<file path="config.mk">
export PLATFORM = sky130hd
export DESIGN_NAME = ps2_rx_core_flat
export DESIGN_NICKNAME = d
export VERILOG_FILES = /design/src/rtl/ps2_rx_core_if.sv /design/src/rtl/ps2_rx_core.sv /design/src/flat_wrapper.sv
export SDC_FILE = /design/constraint.sdc
export NUM_CORES = 1
export LEC_CHECK = 0
export ABC_AREA = 1
export CORE_MARGIN = 10
export CORE_UTILIZATION = 65
export CTS_BUF_LIST = sky130_fd_sc_hd__clkbuf_4 sky130_fd_sc_hd__clkbuf_8
export DETAILED_ROUTE_END_ITERATION = 7
export DONT_BUFFER_PORTS = 1
export GPL_TIMING_DRIVEN = 1
export PLACE_DENSITY = 0.79
export SETUP_SLACK_MARGIN = 0.5
export SLEW_MARGIN = 20
export SYNTH_ARGS = -nofsm -noshare
export SYNTH_HDL_FRONTEND = slang
export SYNTH_SLANG_ARGS = --single-unit
</file>
<file path="constraint.sdc">
create_clock -name clk_i -period 3.7 [get_ports clk_i]
set_input_delay 0.74 -clock clk_i [delete_from_list [all_inputs] [get_ports clk_i]]
set_output_delay 0.74 -clock clk_i [all_outputs]
set_load 0.03 [all_outputs]
</file>
<file path="src/rtl/ps2_rx_core_if.sv">
// Host-side bus of the PS/2 receiver: FIFO read port, status pulses and interrupt.
interface ps2_rx_core_if #(
    parameter int FIFO_DEPTH = 8
);
    localparam int CNT_W = $clog2(FIFO_DEPTH + 1);

    logic             rd_i;
    logic [7:0]       dat_o;
    logic             empty_o;
    logic             full_o;
    logic [CNT_W-1:0] cnt_o;
    logic             err_par_o;
    logic             err_frm_o;
    logic             ovf_o;
    logic             irq_o;

    modport slave (
        input  rd_i,
        output dat_o, empty_o, full_o, cnt_o, err_par_o, err_frm_o, ovf_o, irq_o
    );

    modport master (
        output rd_i,
        input  dat_o, empty_o, full_o, cnt_o, err_par_o, err_frm_o, ovf_o, irq_o
    );
endinterface

</file>
<file path="src/rtl/ps2_rx_core.sv">
// PS/2 device-to-host receiver: sync + glitch filter, 11-bit deframer with
// parity/stop/timeout checking, show-ahead receive FIFO and level interrupt.
module ps2_rx_core #(
    parameter int FIFO_DEPTH  = 8,
    parameter int FILT_LEN    = 4,
    parameter int TIMEOUT_CYC = 20000
) (
    input  logic          clk_i,
    input  logic          rst_n_i,
    input  logic          en_i,
    input  logic          irq_en_i,
    input  logic          ps2_clk_i,
    input  logic          ps2_dat_i,
    ps2_rx_core_if.slave  bus
);
    localparam int CNT_W = $clog2(FIFO_DEPTH + 1);
    localparam int PTR_W = $clog2(FIFO_DEPTH);
    localparam int FC_W  = $clog2(FILT_LEN) + 1;
    localparam int TO_W  = $clog2(TIMEOUT_CYC) + 1;

    typedef enum logic [1:0] {IDLE, DATA, PARITY, STOP} state_t;

    // Line index 0 is the PS/2 clock, index 1 the PS/2 data.
    logic [1:0]            raw;
    logic [1:0]            s1_q, s2_q, filt_q;
    logic [1:0][FC_W-1:0]  fcnt_q;
    logic                  clk_prev_q;
    logic                  fall;

    assign raw = {ps2_dat_i, ps2_clk_i};

    always_ff @(posedge clk_i or negedge rst_n_i) begin
        if (!rst_n_i) begin
            s1_q       <= 2'b11;
            s2_q       <= 2'b11;
            filt_q     <= 2'b11;
            fcnt_q     <= '0;
            clk_prev_q <= 1'b1;
        end else begin
            s1_q       <= raw;
            s2_q       <= s1_q;
            clk_prev_q <= filt_q[0];
            for (int i = 0; i < 2; i++) begin
                if (s2_q[i] == filt_q[i]) begin
                    fcnt_q[i] <= '0;
                end else if (fcnt_q[i] == FC_W'(FILT_LEN - 1)) begin
                    filt_q[i] <= s2_q[i];
                    fcnt_q[i] <= '0;
                end else begin
                    fcnt_q[i] <= fcnt_q[i] + 1'b1;
                end
            end
        end
    end

    assign fall = clk_prev_q & ~filt_q[0];

    state_t           state_q, state_d;
    logic [2:0]       bitcnt_q, bitcnt_d;
    logic [7:0]       shreg_q, shreg_d;
    logic             par_ok_q, par_ok_d;
    logic [TO_W-1:0]  tmo_q, tmo_d;
    logic             push_q, push_d;
    logic             err_par_q, err_par_d;
    logic             err_frm_q, err_frm_d;

    always_comb begin
        state_d   = state_q;
        bitcnt_d  = bitcnt_q;
        shreg_d   = shreg_q;
        par_ok_d  = par_ok_q;
        tmo_d     = tmo_q + 1'b1;
        push_d    = 1'b0;
        err_par_d = 1'b0;
        err_frm_d = 1'b0;
        if (!en_i) begin
            state_d = IDLE;
            tmo_d   = '0;
        end else if (fall) begin
            tmo_d = '0;
            case (state_q)
                IDLE: begin
                    if (!filt_q[1]) begin
                        state_d  = DATA;
                        bitcnt_d = '0;
                    end
                end
                DATA: begin
                    shreg_d  = {filt_q[1], shreg_q[7:1]};
                    bitcnt_d = bitcnt_q + 1'b1;
                    if (bitcnt_q == 3'd7) state_d = PARITY;
                end
                PARITY: begin
                    par_ok_d = ^{shreg_q, filt_q[1]};
                    state_d  = STOP;
                end
                STOP: begin
                    if (!filt_q[1])     err_frm_d = 1'b1;
                    else if (!par_ok_q) err_par_d = 1'b1;
                    else                push_d    = 1'b1;
                    state_d = IDLE;
                end
                default: state_d = IDLE;
            endcase
        end else if (state_q == IDLE) begin
            tmo_d = '0;
        end else if (tmo_q == TO_W'(TIMEOUT_CYC - 1)) begin
            // Stalled frame: drop the partial byte and wait for a fresh start bit.
            err_frm_d = 1'b1;
            state_d   = IDLE;
            tmo_d     = '0;
        end
    end

    always_ff @(posedge clk_i or negedge rst_n_i) begin
        if (!rst_n_i) begin
            state_q   <= IDLE;
            bitcnt_q  <= '0;
            shreg_q   <= '0;
            par_ok_q  <= 1'b0;
            tmo_q     <= '0;
            push_q    <= 1'b0;
            err_par_q <= 1'b0;
            err_frm_q <= 1'b0;
        end else begin
            state_q   <= state_d;
            bitcnt_q  <= bitcnt_d;
            shreg_q   <= shreg_d;
            par_ok_q  <= par_ok_d;
            tmo_q     <= tmo_d;
            push_q    <= push_d;
            err_par_q <= err_par_d;
            err_frm_q <= err_frm_d;
        end
    end

    logic [7:0]       mem [FIFO_DEPTH];
    logic [PTR_W-1:0] wptr_q, rptr_q;
    logic [CNT_W-1:0] cnt_q, cnt_d;
    logic             full, empty, wr, rd;

    assign full  = (cnt_q == CNT_W'(FIFO_DEPTH));
    assign empty = (cnt_q == '0);
    // A push into a full FIFO is dropped even when a pop frees a slot this cycle.
    assign wr    = push_q & ~full;
    assign rd    = bus.rd_i & ~empty;

    always_comb begin
        cnt_d = cnt_q;
        case ({wr, rd})
            2'b10:   cnt_d = cnt_q + 1'b1;
            2'b01:   cnt_d = cnt_q - 1'b1;
            default: cnt_d = cnt_q;
        endcase
    end

    always_ff @(posedge clk_i) begin
        if (wr) mem[wptr_q] <= shreg_q;
    end

    always_ff @(posedge clk_i or negedge rst_n_i) begin
        if (!rst_n_i) begin
            wptr_q <= '0;
            rptr_q <= '0;
            cnt_q  <= '0;
        end else begin
            if (wr) wptr_q <= wptr_q + 1'b1;
            if (rd) rptr_q <= rptr_q + 1'b1;
            cnt_q <= cnt_d;
        end
    end

    assign bus.dat_o     = empty ? 8'h00 : mem[rptr_q];
    assign bus.empty_o   = empty;
    assign bus.full_o    = full;
    assign bus.cnt_o     = cnt_q;
    assign bus.err_par_o = err_par_q;
    assign bus.err_frm_o = err_frm_q;
    assign bus.ovf_o     = push_q & full;
    assign bus.irq_o     = irq_en_i & ~empty;
endmodule

</file>
<file path="src/flat_wrapper.sv">
// flat-port wrapper written by rule: the top's interface ports become plain ports
module ps2_rx_core_flat 
#(
    parameter int FIFO_DEPTH  = 8,
    parameter int FILT_LEN    = 4,
    parameter int TIMEOUT_CYC = 20000
)
  (clk_i, rst_n_i, en_i, irq_en_i, ps2_clk_i, ps2_dat_i, bus_rd_i, bus_dat_o, bus_empty_o, bus_full_o, bus_cnt_o, bus_err_par_o, bus_err_frm_o, bus_ovf_o, bus_irq_o);
  ps2_rx_core_if #(.FIFO_DEPTH(FIFO_DEPTH)) bus_i ();
  input  logic clk_i;
  input  logic rst_n_i;
  input  logic en_i;
  input  logic irq_en_i;
  input  logic ps2_clk_i;
  input  logic ps2_dat_i;
  input wire logic [$bits(bus_i.rd_i)-1:0] bus_rd_i;
  output wire logic [$bits(bus_i.dat_o)-1:0] bus_dat_o;
  output wire logic [$bits(bus_i.empty_o)-1:0] bus_empty_o;
  output wire logic [$bits(bus_i.full_o)-1:0] bus_full_o;
  output wire logic [$bits(bus_i.cnt_o)-1:0] bus_cnt_o;
  output wire logic [$bits(bus_i.err_par_o)-1:0] bus_err_par_o;
  output wire logic [$bits(bus_i.err_frm_o)-1:0] bus_err_frm_o;
  output wire logic [$bits(bus_i.ovf_o)-1:0] bus_ovf_o;
  output wire logic [$bits(bus_i.irq_o)-1:0] bus_irq_o;
  assign bus_i.rd_i = bus_rd_i;
  assign bus_dat_o = bus_i.dat_o;
  assign bus_empty_o = bus_i.empty_o;
  assign bus_full_o = bus_i.full_o;
  assign bus_cnt_o = bus_i.cnt_o;
  assign bus_err_par_o = bus_i.err_par_o;
  assign bus_err_frm_o = bus_i.err_frm_o;
  assign bus_ovf_o = bus_i.ovf_o;
  assign bus_irq_o = bus_i.irq_o;
  ps2_rx_core #(.FIFO_DEPTH(FIFO_DEPTH), .FILT_LEN(FILT_LEN), .TIMEOUT_CYC(TIMEOUT_CYC)) u_core (.clk_i(clk_i), .rst_n_i(rst_n_i), .en_i(en_i), .irq_en_i(irq_en_i), .ps2_clk_i(ps2_clk_i), .ps2_dat_i(ps2_dat_i), .bus(bus_i));
endmodule
</file>
## After elaboration in Yosys (flattened, before gate mapping)

Memory sizes are Yosys's and may differ from the RTL's.
Index checks and enable logic that the tools add are counted.

| operators by class | value |
|---|---|
| add/sub/neg operators | 8 |
| equality and inequality tests | 17 |
| mux-type cells | 37 |
| bitwise gates (word level) | 10 |
| reduce and logical (&&, ||, !) cells | 11 |

Operators by type and width:

| kind | number |
|---|---|
| 16-bit two-way mux | 4 |
| 1-bit two-way mux | 18 |
| 16-bit by 1-bit adder with 16-bit output, second input constant | 1 |
| 16-bit by 15-bit == test with 1-bit output, second input constant | 1 |
| 3-bit by 1-bit adder with 3-bit output, second input constant | 5 |
| 3-bit two-way mux | 5 |
| 2-bit two-way mux | 6 |
| 9-bit XOR reduction | 1 |
| 8-bit two-way mux | 1 |
| 2-bit case mux with 4 select lines | 1 |
| 4-bit case mux with 2 select lines | 1 |
| 4-bit AND reduction | 2 |
| 2-bit == test, second input constant | 3 |
| 3-bit by 2-bit == test with 1-bit output, second input constant | 2 |
| 3-bit case mux with 2 select lines | 1 |
| 3-bit AND reduction | 2 |
| 1-bit bitwise AND | 5 |
| 1-bit NOT | 5 |
| 4-bit by 1-bit adder with 4-bit output, second input constant | 1 |
| 2-bit by 1-bit == test with 1-bit output, second input constant | 2 |
| 4-bit == test, second input constant | 1 |
| 4-bit logical NOT | 1 |
| 4-bit != test, second input constant | 1 |
| 2-bit AND reduction | 2 |
| 9 further kinds | 11 |

| storage, ports and cells | value |
|---|---|
| flip-flop bits (word level) | 56 |
| memory bits (writable) | 64 |
| input port bits | 7 |
| output and inout bits | 18 |
| word-level logic and storage cells | 102 |
| memories kept | 1 |

Memory list:

| memory | words | bits a word | read ports | clocked after Yosys merged registers in | wr ports | line | source |
|---|---|---|---|---|---|---|---|
| u_core.mem | 8 | 8 | 1 | 0 | 1 | ps2_rx_core.sv:137 | `logic [7:0] mem [FIFO_DEPTH];` |

## Longest topological paths before layout

| logic depth | value |
|---|---|
| depth after elaboration | 5 |
| depth in mapped cells | 12 |

## Least setup slack after synthesis

Ideal clock, no wire load.

| path | value |
|---|---|
| path kind | reg-to-reg |
| start point | register u_core.cnt_q[0] (netlist: u_core.bus.cnt_o[0]) |
| end point | register u_core.cnt_q[2] (netlist: u_core.bus.cnt_o[2]) |
| arrival | 2.297 ns |
| required time | 3.572 ns |
| path slack | 1.275 ns |
| cell stages (with the launch flop) | 13 |
| path through | dfrtp_1 -> inv_1 -> nand3_1 -> nor2_2 -> inv_2 -> nand2_1 -> inv_1 -> ha_1 -> xor2_1 -> ha_1 -> a21oi_1 -> xor2_1 -> o21ai_0 |

| on the way | value |
|---|---|
| longest elaborated chain between the ends | 5 |
| elaborated cells between the ends (all ways) | 12 |

RTL lines:

| what | line | source |
|---|---|---|
| start: declaration | ps2_rx_core.sv:139 | `logic [CNT_W-1:0] cnt_q, cnt_d;` |
| start signal: assignment | ps2_rx_core.sv:169 | `cnt_q <= cnt_d;` |
| 4-bit logical NOT * | ps2_rx_core.sv:143 | `assign empty = (cnt_q == '0);` |
| net bus_empty_o | flat_wrapper.sv:18 | `output wire logic [$bits(bus_i.empty_o)-1:0] bus_empty_o;` |
| 1-bit NOT * | ps2_rx_core.sv:146 | `assign rd = bus.rd_i & ~empty;` |
| 1-bit bitwise AND * | ps2_rx_core.sv:146 |  |
| net u_core.rd | ps2_rx_core.sv:140 | `logic full, empty, wr, rd;` |
| 2-bit by 1-bit == test with 1-bit output or 2-bit == test (tied branches) | ps2_rx_core.sv:150 | `case ({wr, rd})` |
| 4-bit case mux with 2 select lines or 2-bit nonzero test (tied branches) | - |  |

Mark *: on every way through the listed nets, which the timed path passes. The rest lies on a longest branch.
A chain may end at the register's enable or synchronous reset.

## Final worst setup path

| path | value |
|---|---|
| start point | register u_core.cnt_q[2] (netlist: u_core.bus.cnt_o[2]) |
| end point | output bus_dat_o[4] |

| on the way | value |
|---|---|
| longest elaborated chain between the ends | 2 |

RTL lines:

| what | line | source |
|---|---|---|
| 4-bit logical NOT | ps2_rx_core.sv:143 |  |
| net bus_empty_o | flat_wrapper.sv:18 |  |
| 8-bit two-way mux | ps2_rx_core.sv:173 | `assign bus.dat_o = empty ? 8'h00 : mem[rptr_q];` |
| end: declaration | flat_wrapper.sv:17 | `output wire logic [$bits(bus_i.dat_o)-1:0] bus_dat_o;` |

The timed path passes the listed nets, and every way through them passes these cells.

==> impl_metrics.json <==
{
  "setup_viol": 0,
  "synthesis.area_um2": 5320,
  "p_int_mw": 2.66,
  "post-cts-setup-buffers": 0,
  "nets": 550,
  "leakagePower_nw": 2.44,
  "synthToLayoutAreaGrowth_pct": 9.93,
  "via_per_inst": 5.55,
  "antenna_cells": 0,
  "grt_max_degree": 50,
  "status": "complete, no violations",
  "via_count": 3570,
  "start_kind": "flip-flop",
  "clk_pin_slew_ps": 80,
  "cts_tree": "yes",
  "synth-edff-count": 64,
  "synth.top_cells.by_area": "edfxtp_1 36%, dfrtp_1 23%, nor2_1 6.6%",
  "clk_path_buf_depth": 2,
  "critPathKind": "flip-flop to output pin",
  "dp_cells": 610,
  "hold_path.class": "primary input to asynchronous set/reset pin",
  "combPwrFrac_pct": 27.7,
  "avgRoutedWirePerCell_um": 15.8,
  "cp.buffers_inverters": 2,
  "final_util_pct": 74.5,
  "io_pins": 25,
  "dieHeight_um": 110,
  "r2r_end": "u_core.bus.cnt_o[2]$_DFFE_PN0P_",
  "min_period_over_period_pct": 81.3,
  "drt_pass1_iterations": 5,
  "hpwl_mm": 6.51,
  "gr-total-overflow": 0,
  "syn-num-nets": 541,
  "rsz0062_at_grt": "false",
  "crit_fanout": 9,
  "tns_ps": 0,
  "p_total_mw": 4.34,
  "tightest_slew_ps": 855,
  "worst_path_dominant_cell_family": "simple AND/OR/NAND/NOR gates",
  "die_x_um": 110,
  "holdWs_ps": 149,
  "ys.flop_type": "edfxtp_1",
  "p_clk_share_pct": 27.6,
  "rows": 32,
  "yosysTopAreaCell": "edfxtp_1",
  "core_um2": 7850,
  "p_switching_mw": 1.68,
  "r2r_start": "u_core.bus.cnt_o[2]$_DFFE_PN0P_",
  "clock_skew_ps": 11.3,
  "slew_viol_final": 0,
  "clkSinkCount": 120,
  "cap_viol_max_count": 0,
  "critical_path.slowest_cell": "dfrtp_1",
  "grt_pass1_vias": 3565,
  "postRouteAntennaNets": 0,
  "slew-limit-headroom_pct": 42.8,
  "p_per_area_nw_per_um2": 742,
  "drt-total-wl_mm": 10.1,
  "gp_congestion": 0.804,
  "fp.dieArea_um2": 12200,
  "cts_htree_levels": 4,
  "period_needed_ps": 3010,
  "io_buffers": 0,
  "async_flop_share_pct": 46.7,
  "synthTopCellsByCount": "94 x nor2_1, 83 x nand2_1, 64 x edfxtp_1, 53 x o21ai_0, 52 x inv_1",
  "drc": 0,
  "stdcell_count": 643,
  "nFillCells": 523,
  "yosysWarnings": 0,
  "netlist_instances": 519,
  "ff2ff_path_depth": 12,
  "start_util_pct": 67.8,
  "numCtsBuffers": 17,
  "critPathArrivalTime_ps": 2270,
  "switching_share_pct": 38.7,
  "syn_avg_cell_area_um2": 10.2,
  "critPathMaxStageDelay_ps": 610,
  "r2r_setup_slack_ps": 930,
  "ys_seq_area_share_pct": 62.6,
  "synth-seq-cells": 120,
  "drive_gt1_share_pct": 10.2,
  "finalHoldViolCount": 0,
  "cts-root-buf": "clkbuf_8",
  "crit_required_ps": 2960,
  "grtUsageTotal_pct": 16.9,
  "drtIter0Drc": 206,
  "seqPwrFrac_pct": 44.7,
  "synth.most_common_cell": "nor2_1",
  "antenna_found_initial": 0,
  "clk_latency_ps": 430,
  "grt_pass1_wl_mm": 17.1,
  "synth_top_area_share_pct": 36.1,
  "synth_cell_types": 33,
  "path_cells": "inv_1 > nand3_1 > nor2_2 > inv_2 > o21ai_0 > nor2_1",
  "ir_worst_vdd_mv": 0.384,
  "max_freq_mhz": 332,
  "end_kind": "output pin"
}
through the flow:
stage	instance area, um2	setup slack (ps)
after CTS	5840	609
final	5850	691
after detailed placement	5400	928
after floorplan	5320	1280
after global routing	5850	513
after global placement	5400	1010
power by group through the flow:
| stage | logic, mW | clock network, mW | registers, mW |
|---|---|---|---|
| 6_report | 1.20 | 1.20 | 1.94 |
| 5_1_grt | 1.36 | 1.28 | 1.97 |
| 4_1_cts | 1.21 | 1.22 | 1.93 |
| 3_5_place_dp | 1.19 | 0 | 1.95 |
| 3_3_place_gp | 1.14 | 0 | 1.94 |
| 2_1_floorplan | 1.03 | 0 | 1.83 |
worst max-delay path by stage:
stage                                      end  slack [ps]                            start  cells after the start
6_report                          bus_dat_o[4]         690  u_core.bus.cnt_o[2]$_DFFE_PN0P_                      6
5_1_grt                           bus_dat_o[0]         510     u_core.rptr_q[0]$_DFFE_PN0P_                      7
4_1_cts                           bus_dat_o[4]         610     u_core.rptr_q[0]$_DFFE_PN0P_                      5
3_5_place_dp   u_core.bus.cnt_o[2]$_DFFE_PN0P_         930  u_core.bus.cnt_o[0]$_DFFE_PN0P_                     12
3_3_place_gp                      bus_dat_o[7]        1010     u_core.rptr_q[1]$_DFFE_PN0P_                      4
2_1_floorplan  u_core.bus.cnt_o[2]$_DFFE_PN0P_        1280  u_core.bus.cnt_o[0]$_DFFE_PN0P_                     12
cell families (layout without fill, tap and decap cells):
kind of cell | Yosys count | after routing | synth area share (%)
simple gates | 221 | 221 | 17.7
buf+inv | 66 | 88 | 4.80
flops | 120 | 120 | 62.6
mux | 9 | 9 | 1.72
compound gates | 73 | 73 | 7.15
fa+ha+maj | 15 | 15 | 3.53
xor+xnor | 15 | 15 | 2.47
worst reg2reg max path: cells and delay by family, from the launching register on:
| kind | cells | cell delay [ps] |
|---|---|---|
| compound gates | 2 | 220 |
| xor+xnor | 2 | 320 |
| fa+ha+maj | 2 | 470 |
| buf+inv | 3 | 430 |
| flops | 1 | 550 |
| simple gates | 3 | 670 |
state kept, by name, summed over array words and instances, names as in the netlist, 3 cells and up:
signal	cells
u_core.rptr_q	3
u_core.tmo_q	16
u_core.bitcnt_q	3
u_core.shreg_q	8
u_core.bus.cnt_o	4
u_core.wptr_q	3
u_core.mem	64
u_core.fcnt_q	6
repair_timing:
item	4_1_cts	5_1_grt
hold endpoints to repair	49	0
gates resized for setup	1	1
setup endpoints to repair	1	6
hold buffers	1	0
pin swaps	0	0
cell type report:
class	instances	area, um2	share of cell area [%]
Sequential cell	120	3330	57.0
Multi-Input combinational cell	333	1730	29.6
Clock buffer	17	234	4.00
Inverter	54	206	3.53
Clock inverter	15	179	3.06
Tap cell	102	128	2.18
Timing Repair Buffer	2	35.0	0.599
cells in the final DEF (no fill, tap or decap), types with 7 or more instances in the layout:
cell type	netlist	final
nor2_1	94	94
dfrtp_1	49	48
nand3_1	20	20
inv_1	52	51
dfstp_2	7	7
o21ai_0	53	53
o22ai_1	8	8
a21oi_1	7	7
nor3_1	8	8
nand2_1	83	83
xor2_1	9	9
ha_1	15	15
clkbuf_8	0	17
mux2i_1	8	8
edfxtp_1	64	64
metal layers:
metal	routed length, um	up-vias	global-route usage, %
met2	5020	133	27.1
met3	780	20	4.48
met1	4140	1677	20.5
met4	202	0	8.64
met5	0	-	0
li1	-	1740	-
Power figures use the tool's default switching activity.
